## config.mk

```make
export PLATFORM = sky130hd
export DESIGN_NAME = cpu_test_sequencer
export DESIGN_NICKNAME = d
export VERILOG_FILES = /design/src/rtl/cpu_test_sequencer.sv
export SDC_FILE = /design/constraint.sdc
export NUM_CORES = 1
export LEC_CHECK = 0
export ABC_AREA = 1
export BUFFER_PORTS_ARGS = -buffer_cell sky130_fd_sc_hd__clkbuf_2
export CORE_MARGIN = 5
export CORE_UTILIZATION = 50
export CTS_BUF_LIST = sky130_fd_sc_hd__clkbuf_2 sky130_fd_sc_hd__clkbuf_4 sky130_fd_sc_hd__clkbuf_8
export DETAILED_ROUTE_END_ITERATION = 8
export PLACE_DENSITY_LB_ADDON = 0.2
export SLEW_MARGIN = 10
export SYNTH_ARGS = -nofsm -noshare
export SYNTH_HDL_FRONTEND = slang
export SYNTH_SLANG_ARGS = --single-unit
```

## constraint.sdc

```tcl
create_clock -name clk -period 6 [get_ports clk]
set_clock_uncertainty 0.05 [all_clocks]
set_input_delay 1.2 -clock clk [delete_from_list [all_inputs] [get_ports clk]]
set_output_delay 1.2 -clock clk [all_outputs]
set_load 0.02 [all_outputs]
```

## src/rtl/cpu_test_sequencer.sv

```systemverilog
// cpu_test_sequencer: loads a program into a CPU's instruction memory,
// holds it in reset, runs it, then compares selected registers.

module cpu_test_sequencer #(
    parameter int XLEN        = 32,
    parameter int PROG_DEPTH  = 16,
    parameter int NUM_CHECKS  = 8,
    parameter int CYC_W       = 16,
    parameter int HOLD_CYCLES = 2,
    localparam int PAW = $clog2(PROG_DEPTH),
    localparam int AW  = $clog2((PROG_DEPTH > NUM_CHECKS) ? PROG_DEPTH : NUM_CHECKS),
    localparam int CNW = $clog2(NUM_CHECKS) + 1
) (
    input  logic            clk,
    input  logic            reset,
    input  logic            cfg_we,
    input  logic [1:0]      cfg_sel,
    input  logic [AW-1:0]   cfg_addr,
    input  logic [XLEN-1:0] cfg_wdata,
    input  logic            start,
    output logic            imem_we,
    output logic [PAW-1:0]  imem_addr,
    output logic [XLEN-1:0] imem_wdata,
    output logic            cpu_reset,
    output logic            cpu_halt,
    output logic [4:0]      dbg_raddr,
    input  logic [XLEN-1:0] dbg_rdata,
    output logic            busy,
    output logic            done,
    output logic [CNW-1:0]  pass_cnt,
    output logic [CNW-1:0]  fail_cnt,
    output logic [CNW-1:0]  first_fail
);

    localparam int CIW = (NUM_CHECKS > 1) ? $clog2(NUM_CHECKS) : 1;
    localparam int HCW = (HOLD_CYCLES > 1) ? $clog2(HOLD_CYCLES) : 1;

    typedef enum logic [2:0] {
        S_IDLE,
        S_LOAD,
        S_HOLD,
        S_RUN,
        S_CHK_ADDR,
        S_CHK_CMP,
        S_DONE
    } state_t;

    state_t state_q;

    // Configuration storage
    logic [XLEN-1:0]       prog_q [PROG_DEPTH];
    logic [XLEN-1:0]       exp_q  [NUM_CHECKS];
    logic [4:0]            reg_q  [NUM_CHECKS];
    logic [NUM_CHECKS-1:0] en_q;
    logic [CYC_W-1:0]      run_cycles_q;

    // Sequencer registers
    logic            imem_we_q;
    logic [PAW-1:0]  imem_addr_q;
    logic [XLEN-1:0] imem_wdata_q;
    logic            cpu_reset_q;
    logic            cpu_halt_q;
    logic [4:0]      dbg_raddr_q;
    logic            busy_q;
    logic            done_q;
    logic [CNW-1:0]  pass_q;
    logic [CNW-1:0]  fail_q;
    logic [CNW-1:0]  first_fail_q;
    logic [CIW-1:0]  chk_idx_q;
    logic [HCW-1:0]  hold_cnt_q;
    logic [CYC_W-1:0] run_cnt_q;

    // Decode of config accesses
    logic           cfg_ok;
    logic           prog_hit;
    logic           chk_hit;
    logic [PAW-1:0] prog_idx;
    logic [CIW-1:0] chk_widx;

    assign cfg_ok   = cfg_we && !reset &&
                      (state_q == S_IDLE || state_q == S_DONE);
    assign prog_hit = ({1'b0, cfg_addr} < (AW + 1)'(PROG_DEPTH));
    assign chk_hit  = ({1'b0, cfg_addr} < (AW + 1)'(NUM_CHECKS));
    assign prog_idx = cfg_addr[PAW-1:0];
    assign chk_widx = cfg_addr[CIW-1:0];

    // Sequencing helpers
    logic            load_last;
    logic [PAW-1:0]  load_nxt;
    logic            hold_last;
    logic            run_last;
    logic            chk_last;
    logic [CIW-1:0]  chk_nxt;
    logic            rd_match;
    logic [CNW-1:0]  ff_new;
    logic            chk_go;
    logic            chk_adv;

    assign load_last = (imem_addr_q == PAW'(PROG_DEPTH - 1));
    assign load_nxt  = imem_addr_q + 1'b1;
    assign hold_last = (hold_cnt_q == HCW'(HOLD_CYCLES - 1));
    assign run_last  = (run_cnt_q == run_cycles_q - 1'b1);
    assign chk_last  = (chk_idx_q == CIW'(NUM_CHECKS - 1));
    assign chk_nxt   = chk_idx_q + 1'b1;
    assign rd_match  = (dbg_rdata == exp_q[chk_idx_q]);
    assign ff_new    = (CNW'(1) << (CNW - 1)) | CNW'(chk_idx_q);

    assign chk_go  = (state_q == S_HOLD && hold_last &&
                      run_cycles_q == '0) ||
                     (state_q == S_RUN && run_last);
    assign chk_adv = (state_q == S_CHK_ADDR && !en_q[chk_idx_q]) ||
                     (state_q == S_CHK_CMP);

    // Reset-cleared config: enable bits and run length
    always_ff @(posedge clk) begin
        if (reset) begin
            en_q         <= '0;
            run_cycles_q <= '0;
        end else if (cfg_ok) begin
            if (cfg_sel == 2'd2 && chk_hit) begin
                en_q[chk_widx] <= cfg_wdata[5];
            end
            if (cfg_sel == 2'd3) begin
                run_cycles_q <= cfg_wdata[CYC_W-1:0];
            end
        end
    end

    // Program words, expected values and register numbers survive reset
    always_ff @(posedge clk) begin
        if (cfg_ok) begin
            if (cfg_sel == 2'd0 && prog_hit) begin
                prog_q[prog_idx] <= cfg_wdata;
            end
            if (cfg_sel == 2'd1 && chk_hit) begin
                exp_q[chk_widx] <= cfg_wdata;
            end
            if (cfg_sel == 2'd2 && chk_hit) begin
                reg_q[chk_widx] <= cfg_wdata[4:0];
            end
        end
    end

    // Main sequencer FSM with registered outputs
    always_ff @(posedge clk) begin
        if (reset) begin
            state_q      <= S_IDLE;
            imem_we_q    <= 1'b0;
            imem_addr_q  <= '0;
            imem_wdata_q <= '0;
            cpu_reset_q  <= 1'b1;
            cpu_halt_q   <= 1'b0;
            dbg_raddr_q  <= '0;
            busy_q       <= 1'b0;
            done_q       <= 1'b0;
            pass_q       <= '0;
            fail_q       <= '0;
            first_fail_q <= '0;
            chk_idx_q    <= '0;
            hold_cnt_q   <= '0;
            run_cnt_q    <= '0;
        end else begin
            unique case (state_q)
                S_IDLE, S_DONE: begin
                    if (start) begin
                        state_q      <= S_LOAD;
                        imem_we_q    <= 1'b1;
                        imem_addr_q  <= '0;
                        imem_wdata_q <= prog_q[0];
                        cpu_reset_q  <= 1'b1;
                        cpu_halt_q   <= 1'b0;
                        busy_q       <= 1'b1;
                        done_q       <= 1'b0;
                        pass_q       <= '0;
                        fail_q       <= '0;
                        first_fail_q <= '0;
                    end
                end
                S_LOAD: begin
                    if (load_last) begin
                        state_q    <= S_HOLD;
                        imem_we_q  <= 1'b0;
                        hold_cnt_q <= '0;
                    end else begin
                        imem_addr_q  <= load_nxt;
                        imem_wdata_q <= prog_q[load_nxt];
                    end
                end
                S_HOLD: begin
                    if (!hold_last) begin
                        hold_cnt_q <= hold_cnt_q + 1'b1;
                    end else if (run_cycles_q != '0) begin
                        state_q     <= S_RUN;
                        cpu_reset_q <= 1'b0;
                        run_cnt_q   <= '0;
                    end
                end
                S_RUN: begin
                    run_cnt_q <= run_cnt_q + 1'b1;
                end
                S_CHK_ADDR: begin
                    if (en_q[chk_idx_q]) begin
                        state_q <= S_CHK_CMP;
                    end
                end
                S_CHK_CMP: begin
                    if (rd_match) begin
                        pass_q <= pass_q + 1'b1;
                    end else begin
                        fail_q <= fail_q + 1'b1;
                        if (!first_fail_q[CNW-1]) begin
                            first_fail_q <= ff_new;
                        end
                    end
                end
                default: begin
                    state_q <= S_IDLE;
                end
            endcase

            if (chk_go) begin
                state_q     <= S_CHK_ADDR;
                chk_idx_q   <= '0;
                dbg_raddr_q <= reg_q[0];
                cpu_halt_q  <= 1'b1;
            end

            if (chk_adv) begin
                if (chk_last) begin
                    state_q <= S_DONE;
                    done_q  <= 1'b1;
                    busy_q  <= 1'b0;
                end else begin
                    state_q     <= S_CHK_ADDR;
                    chk_idx_q   <= chk_nxt;
                    dbg_raddr_q <= reg_q[chk_nxt];
                end
            end
        end
    end

    assign imem_we    = imem_we_q;
    assign imem_addr  = imem_addr_q;
    assign imem_wdata = imem_wdata_q;
    assign cpu_reset  = cpu_reset_q;
    assign cpu_halt   = cpu_halt_q;
    assign dbg_raddr  = dbg_raddr_q;
    assign busy       = busy_q;
    assign done       = done_q;
    assign pass_cnt   = pass_q;
    assign fail_cnt   = fail_q;
    assign first_fail = first_fail_q;

endmodule

```

; ---- Word-level counts from Yosys, hierarchy flattened
; Memory sizes are Yosys's and may differ from the RTL's. A register that Yosys moved wholly into a read port is not among the register bits.
; Cells that the tools add are included.
[word_totals]
ramBits = 808
output_inout_bits = 58
in_bits = 74
mem_count = 3
reg_bits = 105
wordCells = 163
[op_classes]
reduce_logical = 39
n_mux = 65
add_sub_neg = 7
n_lt_le_gt_ge = 4
n_eq_ne = 27
[memory_table]
columns = memory, words, word_bits, rd, rd_ports_with_merged_regs, write_ports, line_no
row1 = prog_q, 16, 32, 2, 0, 1, 51  ; logic [XLEN-1:0] prog_q [PROG_DEPTH];
row2 = exp_q, 8, 32, 1, 1, 1, 52  ; logic [XLEN-1:0] exp_q [NUM_CHECKS];
row3 = reg_q, 8, 5, 2, 0, 1, 53  ; logic [4:0] reg_q [NUM_CHECKS];
[ops]
columns = operator, count
row1 = $mux 32, 2
row2 = $pmux 32 s2, 1
row3 = $mux 3, 12
row4 = $eq 32x32->1, 1
row5 = $mux 16, 2
row6 = $pmux 16 s2, 1
row7 = $pmux 4 s2, 4
row8 = $mux 1, 27
row9 = $mux 4, 5
row10 = $add 16x1->16 const B, 1
row11 = $eq 16x16->1, 1
row12 = $logic_not 16->1, 1
row13 = $reduce_bool 16->1, 1
row14 = $sub 16x1->16 const B, 1
row15 = $mux 5, 3
row16 = $pmux 3 s5, 1
row17 = $reduce_and 3->1, 5
row18 = $ne 2x2->1 const B, 7
row19 = $reduce_bool 2->1, 7
row20 = $add 4x1->4 const B, 3
row21 = $eq 3x3->1 const B, 4
row22 = $ne 4x4->1 const B, 3
row23 = $logic_and 1x1->1, 9
row24 = $bwmux 8, 1
row25 = other kinds (25), 39

; ---- Longest topological paths before layout
; Gate-level depths: netlist of the first run.
[depth]
ltp_word = 8
ltp_mapped = 21
ltp_nobuf = 18

; ---- Worst setup path before layout of the first run
; Ideal clock, no wire load.
[synth_path]
path_type = input -> register
start = in reset
end = mem prog_q[1][0] (enable)
path_buffers = 0
setup_time_ns = 0.505
required_time_ns = 5.445
t_arrival_ns = 4.822
setup_slack_ns = 0.623
path_stages = 5
path_cell_list = inv_1 > nand3_1 > nor2_1 > clkinv_1 > nor4_1
[synth_between]
elab_chain_len = 5
[synth_rtl]
columns = item, line_no
row1 = "start, declared", 15  ; input logic reset,
row2 = $logic_not 1->1, 80  ; assign cfg_ok = cfg_we && !reset &&
row3 = $logic_and 1x1->1 (2 in a row), 80
row4 = $mux 1, 131  ; if (cfg_ok) begin
row5 = $mux 1 (implied by the code), 133  ; prog_q[prog_idx] <= cfg_wdata;
row6 = "end, declared", 51
; No other way between the ends.

; ---- Final worst setup path of the first run
[layout_path]
start = reg imem_addr_q[1] (netlist: imem_addr[1])
end = reg imem_wdata_q[12] (netlist: imem_wdata[12])
[layout_between]
elab_chain_len = 4
elab_cells_between_ends = 7
classes_between = 1 x add/sub / 2 x eq/ne / 2 x mux / 1 x reduce/logical / 1 x memory
[layout_rtl]
columns = item, line_no
row1 = "start, declared", 59  ; logic [PAW-1:0] imem_addr_q;
row2 = "start signal, assigned", 185  ; imem_addr_q <= load_nxt;
row3 = $add 4x1->4, 100  ; assign load_nxt = imem_addr_q + 1'b1;
row4 = $mem_v2 16x32, --
row5 = $mux 32, 180  ; if (load_last) begin
row6 = $pmux 32 s2, 163  ; unique case (state_q)
row7 = "end signal, assigned", 169  ; imem_wdata_q <= prog_q[0];
row8 = "end signal, assigned", 186  ; imem_wdata_q <= prog_q[load_nxt];
row9 = "end, declared", 60  ; logic [XLEN-1:0] imem_wdata_q;
; Parallel ways exist; a longest one is shown, timed or not. The select of a mux whose other input is x is not followed.
; A chain may end at the register's enable or synchronous reset.

==> impl_metrics.json, run 1 <==
{
  "outcome": "finished, final reports clean",
  "critPathMaxFanout": 67,
  "yosys_warnings": 0,
  "critical_path_required_ps": 6680,
  "coreArea_mm2": 0.0746,
  "critical_path_class": "flop to flop",
  "power.share.switching_pct": 34.6,
  "drive_gt1_share_pct": 12.9,
  "p_comb_share_pct": 27.8,
  "die_h_um": 284,
  "hold_viol_final": 0,
  "grt_start_max_net_pins": 140,
  "r2r-start": "imem_addr[1]",
  "post_drt_via_cell_ratio": 5.68,
  "multiInputGateArea_mm2": 0.00985,
  "setup_tns_ps": 0,
  "placed_cells": 4311,
  "cts_hold_buf": 0,
  "startpoint": "imem_addr[1]",
  "die_x_um": 284,
  "dieArea_mm2": 0.0809,
  "switchingPower_mw": 6.02,
  "crit_path_end_kind": "flop",
  "row_count": 100,
  "async_reset_ff_share_pct": 0,
  "endpoint": "imem_wdata[12]",
  "rsz0062_at_grt": "false",
  "nFillCells": 6225,
  "clk_pin_slew_ps": 60,
  "yosysSeqAreaShare_pct": 70.0,
  "ant_nets": 0,
  "clock.fmax_ghz": 0.264,
  "place_congestion": 0.830,
  "antenna_found_initial": 9,
  "synth_nets": 3448,
  "insertion_delay_ps": 810,
  "min_period_ps": 3790,
  "synth_cells": 3367,
  "period_share_pct": 63.2,
  "drc": 0,
  "pwr-share-seq_pct": 41.8,
  "synth-edff-count": 808,
  "start_util_pct": 50.5,
  "via_count": 26000,
  "hold_path_class": "flop to flop",
  "grt_use_total_pct": 23.4,
  "ys_ff_latch": 913,
  "cts_tree": "built",
  "cts_buffers": 148,
  "netlist_area_mm2": 0.0376,
  "reg2reg_setup_slack_ps": 2210,
  "cts-root-buf": "clkbuf_8",
  "cts_resized": 0,
  "io_buffers": 131,
  "routedWlPerCell_um": 21.1,
  "overflow": 0,
  "setup_viol_count_final": 0,
  "peakVddDrop_mv": 0.331,
  "final_util_pct": 56.4,
  "maxCapViolations": 0,
  "timing.rr.end": "imem_wdata[12]",
  "reg2regPathDepth": 9,
  "synth.avg_cell_area_um2": 11.2,
  "num_io_pins": 132,
  "final_cells": 4578,
  "syn_to_final_growth_pct": 11.8,
  "dr.pass1.iters": 6,
  "clock-sinks": 913,
  "p_clk_share_pct": 30.4,
  "wirelength_um": 96800,
  "power_density_mw_per_mm2": 413,
  "yosysUniqueCellTypes": 43,
  "hpwl_um": 55600,
  "grt_pass1_vias": 25900,
  "cts_buffer_depth": 3,
  "drv_slew": 0,
  "intPower_mw": 11.4,
  "h-tree-depth": 4,
  "slew_headroom_pct": 14.8,
  "tightest_slew_ps": 1280,
  "p_leak_nw": 15.3,
  "cts_setup_buffers": 0,
  "ys.flop_type": "edfxtp_1",
  "register_area_mm2": 0.0264,
  "startpoint_type": "flop",
  "grt_pass1_wl_um": 147000,
  "nNetsFinal": 3573,
  "drtIter0Drc": 2351,
  "arrival_ps": 4480
}
==> how the worst min path moves through the flow <==
stage          startpoint         end  slack (ps)  cells after the start
2_1_floorplan  hold_cnt_q  hold_cnt_q         400                      2
3_3_place_gp    cpu_reset   cpu_reset         400                      2
3_5_place_dp    cpu_reset   cpu_reset         400                      2
4_1_cts         cpu_reset   cpu_reset         410                      2
5_1_grt         cpu_reset   cpu_reset         440                      2
6_report        cpu_reset   cpu_reset         410                      2
==> flip-flops by register name, summed over array words and instances (netlist names), 5 cells and up <==
signal	count
prog_q	512
exp_q	256
reg_q	40
imem_wdata	32
run_cnt_q	16
run_cycles_q	16
en_q	8
dbg_raddr	5
==> cell usage in the layout (no fill, tap or decap), drive strengths merged, types with 2 or more instances in the layout <==
cell type and count:
diode 7, a21oi 188, ha 7, nand3b 15, nand2 570, nor2 443
o211ai 4, clkinv 33, xor2 25, inv 224, or2 2, o21ai 373
xnor2 9, dfxtp 105, clkinvlp 3, a32o 33, bufinv 2, nand4 8
buf 33, nor4 2, nor3 26, o22ai 97, nand3 235, o221ai 8
clkbuf 345, edfxtp 808
==> area by class of cell <==
| class | instances | share of cell area (%) |
|---|---|---|
| Multi-Input combinational cell | 2049 | 23.4 |
| Sequential cell | 913 | 62.7 |
| Clock buffer | 214 | 6.08 |
| Clock inverter | 46 | 0.856 |
| Inverter | 216 | 1.94 |
| Antenna cell | 7 | 0.0416 |
| Timing Repair Buffer | 164 | 2.15 |
| Tap cell | 969 | 2.88 |
==> per-layer routing <==
layer / GRT usage, % / up-vias / part of all wire [%]
met5: 0 / - / 0
met4: 8.65 / 0 / 2.6
met3: 5.67 / 160 / 8.5
met2: 37.4 / 1021 / 47
met1: 31.4 / 12700 / 42
li1: - / 12100 / -
==> power groups by stage <==
stage               Combinational, mW  Sequential, mW  Clock [mW]
detailed placement               4.79            7.40           0
floorplan                        3.35            7.42           0
finish                           4.83            7.26        5.29
global route                     5.36            7.29        5.69
global placement                 4.68            7.39           0
CTS                              4.82            7.27        5.38
==> kinds of logic (layout without fill, tap and decap cells) <==
kind of cell / Yosys count / count (layout) / synth area share (%)
AND/OR/NAND/NOR: 1302 / 1302 / 14.3
flip-flops: 913 / 913 / 70.0
AO/OA/AOI/OAI: 706 / 706 / 10.3
buffers and inverters: 405 / 640 / 4.35
XOR/XNOR: 34 / 34 / 0.791
adder cells (fa/ha/maj): 7 / 7 / 0.233
other: 0 / 7 / 0
==> cell usage after synthesis, types with 7 or more instances <==
cell type / n / area (um^2)
edfxtp_1: 808 / 24300
nand2_1: 568 / 2130
nor2_1: 435 / 1630
o21ai_0: 347 / 1740
nand3_1: 232 / 1160
inv_1: 207 / 777
a21oi_1: 188 / 941
clkbuf_1: 125 / 469
dfxtp_1: 105 / 2100
o22ai_1: 97 / 607
buf_2: 36 / 180
a32o_1: 33 / 330
o21ai_1: 25 / 125
xor2_1: 25 / 219
nor3_1: 24 / 120
nand3b_1: 15 / 113
buf_1: 13 / 48.8
buf_4: 9 / 67.6
xnor2_1: 9 / 78.8
inv_2: 8 / 30.0
nand4_1: 8 / 50.1
o221ai_1: 8 / 70.1
ha_1: 7 / 87.6
==> stage by stage <==
step	hold slack [ps]	power (mW)	cell area, um^2	setup slack, ps
floorplan	403	10.8	37600	623
global placement	395	12.1	39200	1930
detailed placement	397	12.2	39200	1920
CTS	407	17.5	42100	2210
global route	436	18.3	42100	1930
finish	405	17.4	42100	2210
==> worst max-delay path: stages, from the launching register on <==
cell,delay [ps]
dfxtp_1,550
ha_4,490
inv_2,1040
buf_4,510
o21ai_0,150
o22ai_1,270
nand2_1,100
nand3_1,200
nand3_1,130
a21oi_1,170
Note: power is estimated with default switching activity, not from simulation.
==> run 2, diff against run 1 <==
- clock period: 6 -> 3.2 ns (I/O delays scaled with it)
==> run 2 against run 1 <==
- final cell count rose by 0.87%
- hold slack got worse by 220 ps
- power rose by 91%
- first-iteration DRC count rose by 22%
- sequential power rose by 86%
==> impl_metrics.json, run 2 (same netlist as run 1, synthesis figures left out) <==
{
  "power.share.switching_pct": 33.7,
  "clock-sinks": 913,
  "via_count": 26500,
  "p_comb_share_pct": 27.9,
  "startpoint_type": "flop",
  "syn_to_final_growth_pct": 14.1,
  "coreArea_mm2": 0.0746,
  "routedWlPerCell_um": 21.7,
  "placed_cells": 4344,
  "largest_register_ffs": 512,
  "wirelength_um": 100000,
  "cts_tree": "built",
  "dieArea_mm2": 0.0809,
  "cts_resized": 0,
  "slew_headroom_pct": 38.8,
  "place_congestion": 0.822,
  "antenna_found_initial": 7,
  "overflow": 0,
  "cts_buffers": 147,
  "nNetsFinal": 3605,
  "arrival_ps": 2230,
  "critPathMaxStageDelay_ps": 580,
  "hold_depth": 4,
  "hold_path_class": "primary input to flop",
  "p_clk_share_pct": 31.3,
  "critical_path_required_ps": 2510,
  "ant_nets": 0,
  "dr.pass1.iters": 7,
  "register_area_mm2": 0.0264,
  "grt_pass1_wl_um": 152000,
  "clock.fmax_ghz": 0.343,
  "grt_start_max_net_pins": 132,
  "final_common_cell": "edfxtp_1",
  "worst-path-buf-inv": 2,
  "final_cells": 4618,
  "cts_setup_buffers": 0,
  "reg2reg_setup_slack_ps": 380,
  "peakVddDrop_mv": 0.414,
  "min_period_ps": 2920,
  "reg2regPathDepth": 9,
  "largest-register": "prog_q",
  "drive_gt1_share_pct": 13.8,
  "maxCapViolations": 0,
  "path_cells": "buf_12 > clkbuf_2",
  "layout_common_cells": "edfxtp_1 (808), nand2_1 (568), nor2_1 (422)",
  "die_h_um": 284,
  "power_density_mw_per_mm2": 773,
  "die_x_um": 284,
  "power_mw": 33.2,
  "drtIter0Drc": 2861,
  "clk_pin_slew_ps": 60,
  "period_share_pct": 91.2,
  "intPower_mw": 22.0,
  "drv_slew": 0,
  "h-tree-depth": 4,
  "row_count": 100,
  "tightest_slew_ps": 910,
  "switchingPower_mw": 11.2,
  "io_buffers": 131,
  "reg_top3": "prog_q x512, exp_q x256, reg_q x40",
  "pwr-share-seq_pct": 40.8,
  "hpwl_um": 54900,
  "grt_use_total_pct": 24.3,
  "nFillCells": 6054,
  "rsz0062_at_grt": "false",
  "outcome": "finished, final reports clean",
  "slowest_stage": "dfxtp_4",
  "grt_pass1_vias": 26100,
  "drc": 0,
  "start_util_pct": 50.5,
  "setup_viol_count_final": 0,
  "insertion_delay_ps": 780,
  "critPathMaxFanout": 131,
  "multiInputGateArea_mm2": 0.00988,
  "hold_viol_final": 0,
  "p_leak_nw": 15.6,
  "path_depth": 2,
  "cts-root-buf": "clkbuf_8",
  "num_io_pins": 132,
  "post_drt_via_cell_ratio": 5.73,
  "critical_path_class": "flop to primary output",
  "path_delay_family": "buffers and inverters",
  "cts_hold_buf": 0,
  "cts_buffer_depth": 3,
  "crit_path_end_kind": "primary output"
}
[run 2: worst paths after layout]
check | start | end
max | imem_addr[0] | imem_addr[0]
min | start | cpu_reset
max reg2reg | state_q[1] | en_q[1]
min reg2reg | cpu_reset | cpu_reset
[run 2: power by group through the flow]
stage | combinational, mW | clock, mW | sequential (mW)
global route | 10.3 | 11.1 | 13.6
floorplan | 6.28 | 0 | 13.9
CTS | 9.22 | 10.6 | 13.5
global placement | 8.96 | 0 | 13.8
detailed placement | 9.17 | 0 | 13.8
finish | 9.25 | 10.4 | 13.5
[run 2: worst register-to-register path: stages (launching register included)]
cell     delay (ps)
dfxtp_1         410
inv_2            60
or2_1           270
o21ai_2         180
nand3_1         170
nor2_2          360
inv_1           220
nor4_2          720
o21ai_0         170
a21oi_1         160
[run 2: metal layers]
| layer | vias up | share of wire [%] | global-route usage, % |
|---|---|---|---|
| li1 | 12200 | - | - |
| met1 | 13000 | 42 | 33.6 |
| met2 | 1101 | 47 | 39.2 |
| met3 | 201 | 7.8 | 4.36 |
| met4 | 0 | 2.9 | 8.69 |
| met5 | - | 0 | 0 |
[run 2: final cells by class]
cell class / instances / area share [%]
sequential: 913 / 61.4
multi-input combinational: 2049 / 23.0
clock buffer: 220 / 6.16
timing repair buffer: 197 / 3.70
tap: 969 / 2.82
inverter: 216 / 1.90
clock inverter: 48 / 1.00
antenna: 6 / 0.0349
[run 2: stage by stage]
stage / setup TNS [ps] / hold WS (ps) / instance area, um^2 / utilization (%) / worst slack, ps
6_report: 0 / 188 / 43000 / 57.6 / 281
5_1_grt: 0 / 166 / 43000 / 57.6 / 116
4_1_cts: 0 / 112 / 43000 / 57.6 / 262
3_5_place_dp: 0 / 396 / 39900 / 53.5 / 383
3_3_place_gp: 0 / 399 / 39900 / 53.5 / 415
2_1_floorplan: -185260 / 403 / 37700 / - / -780
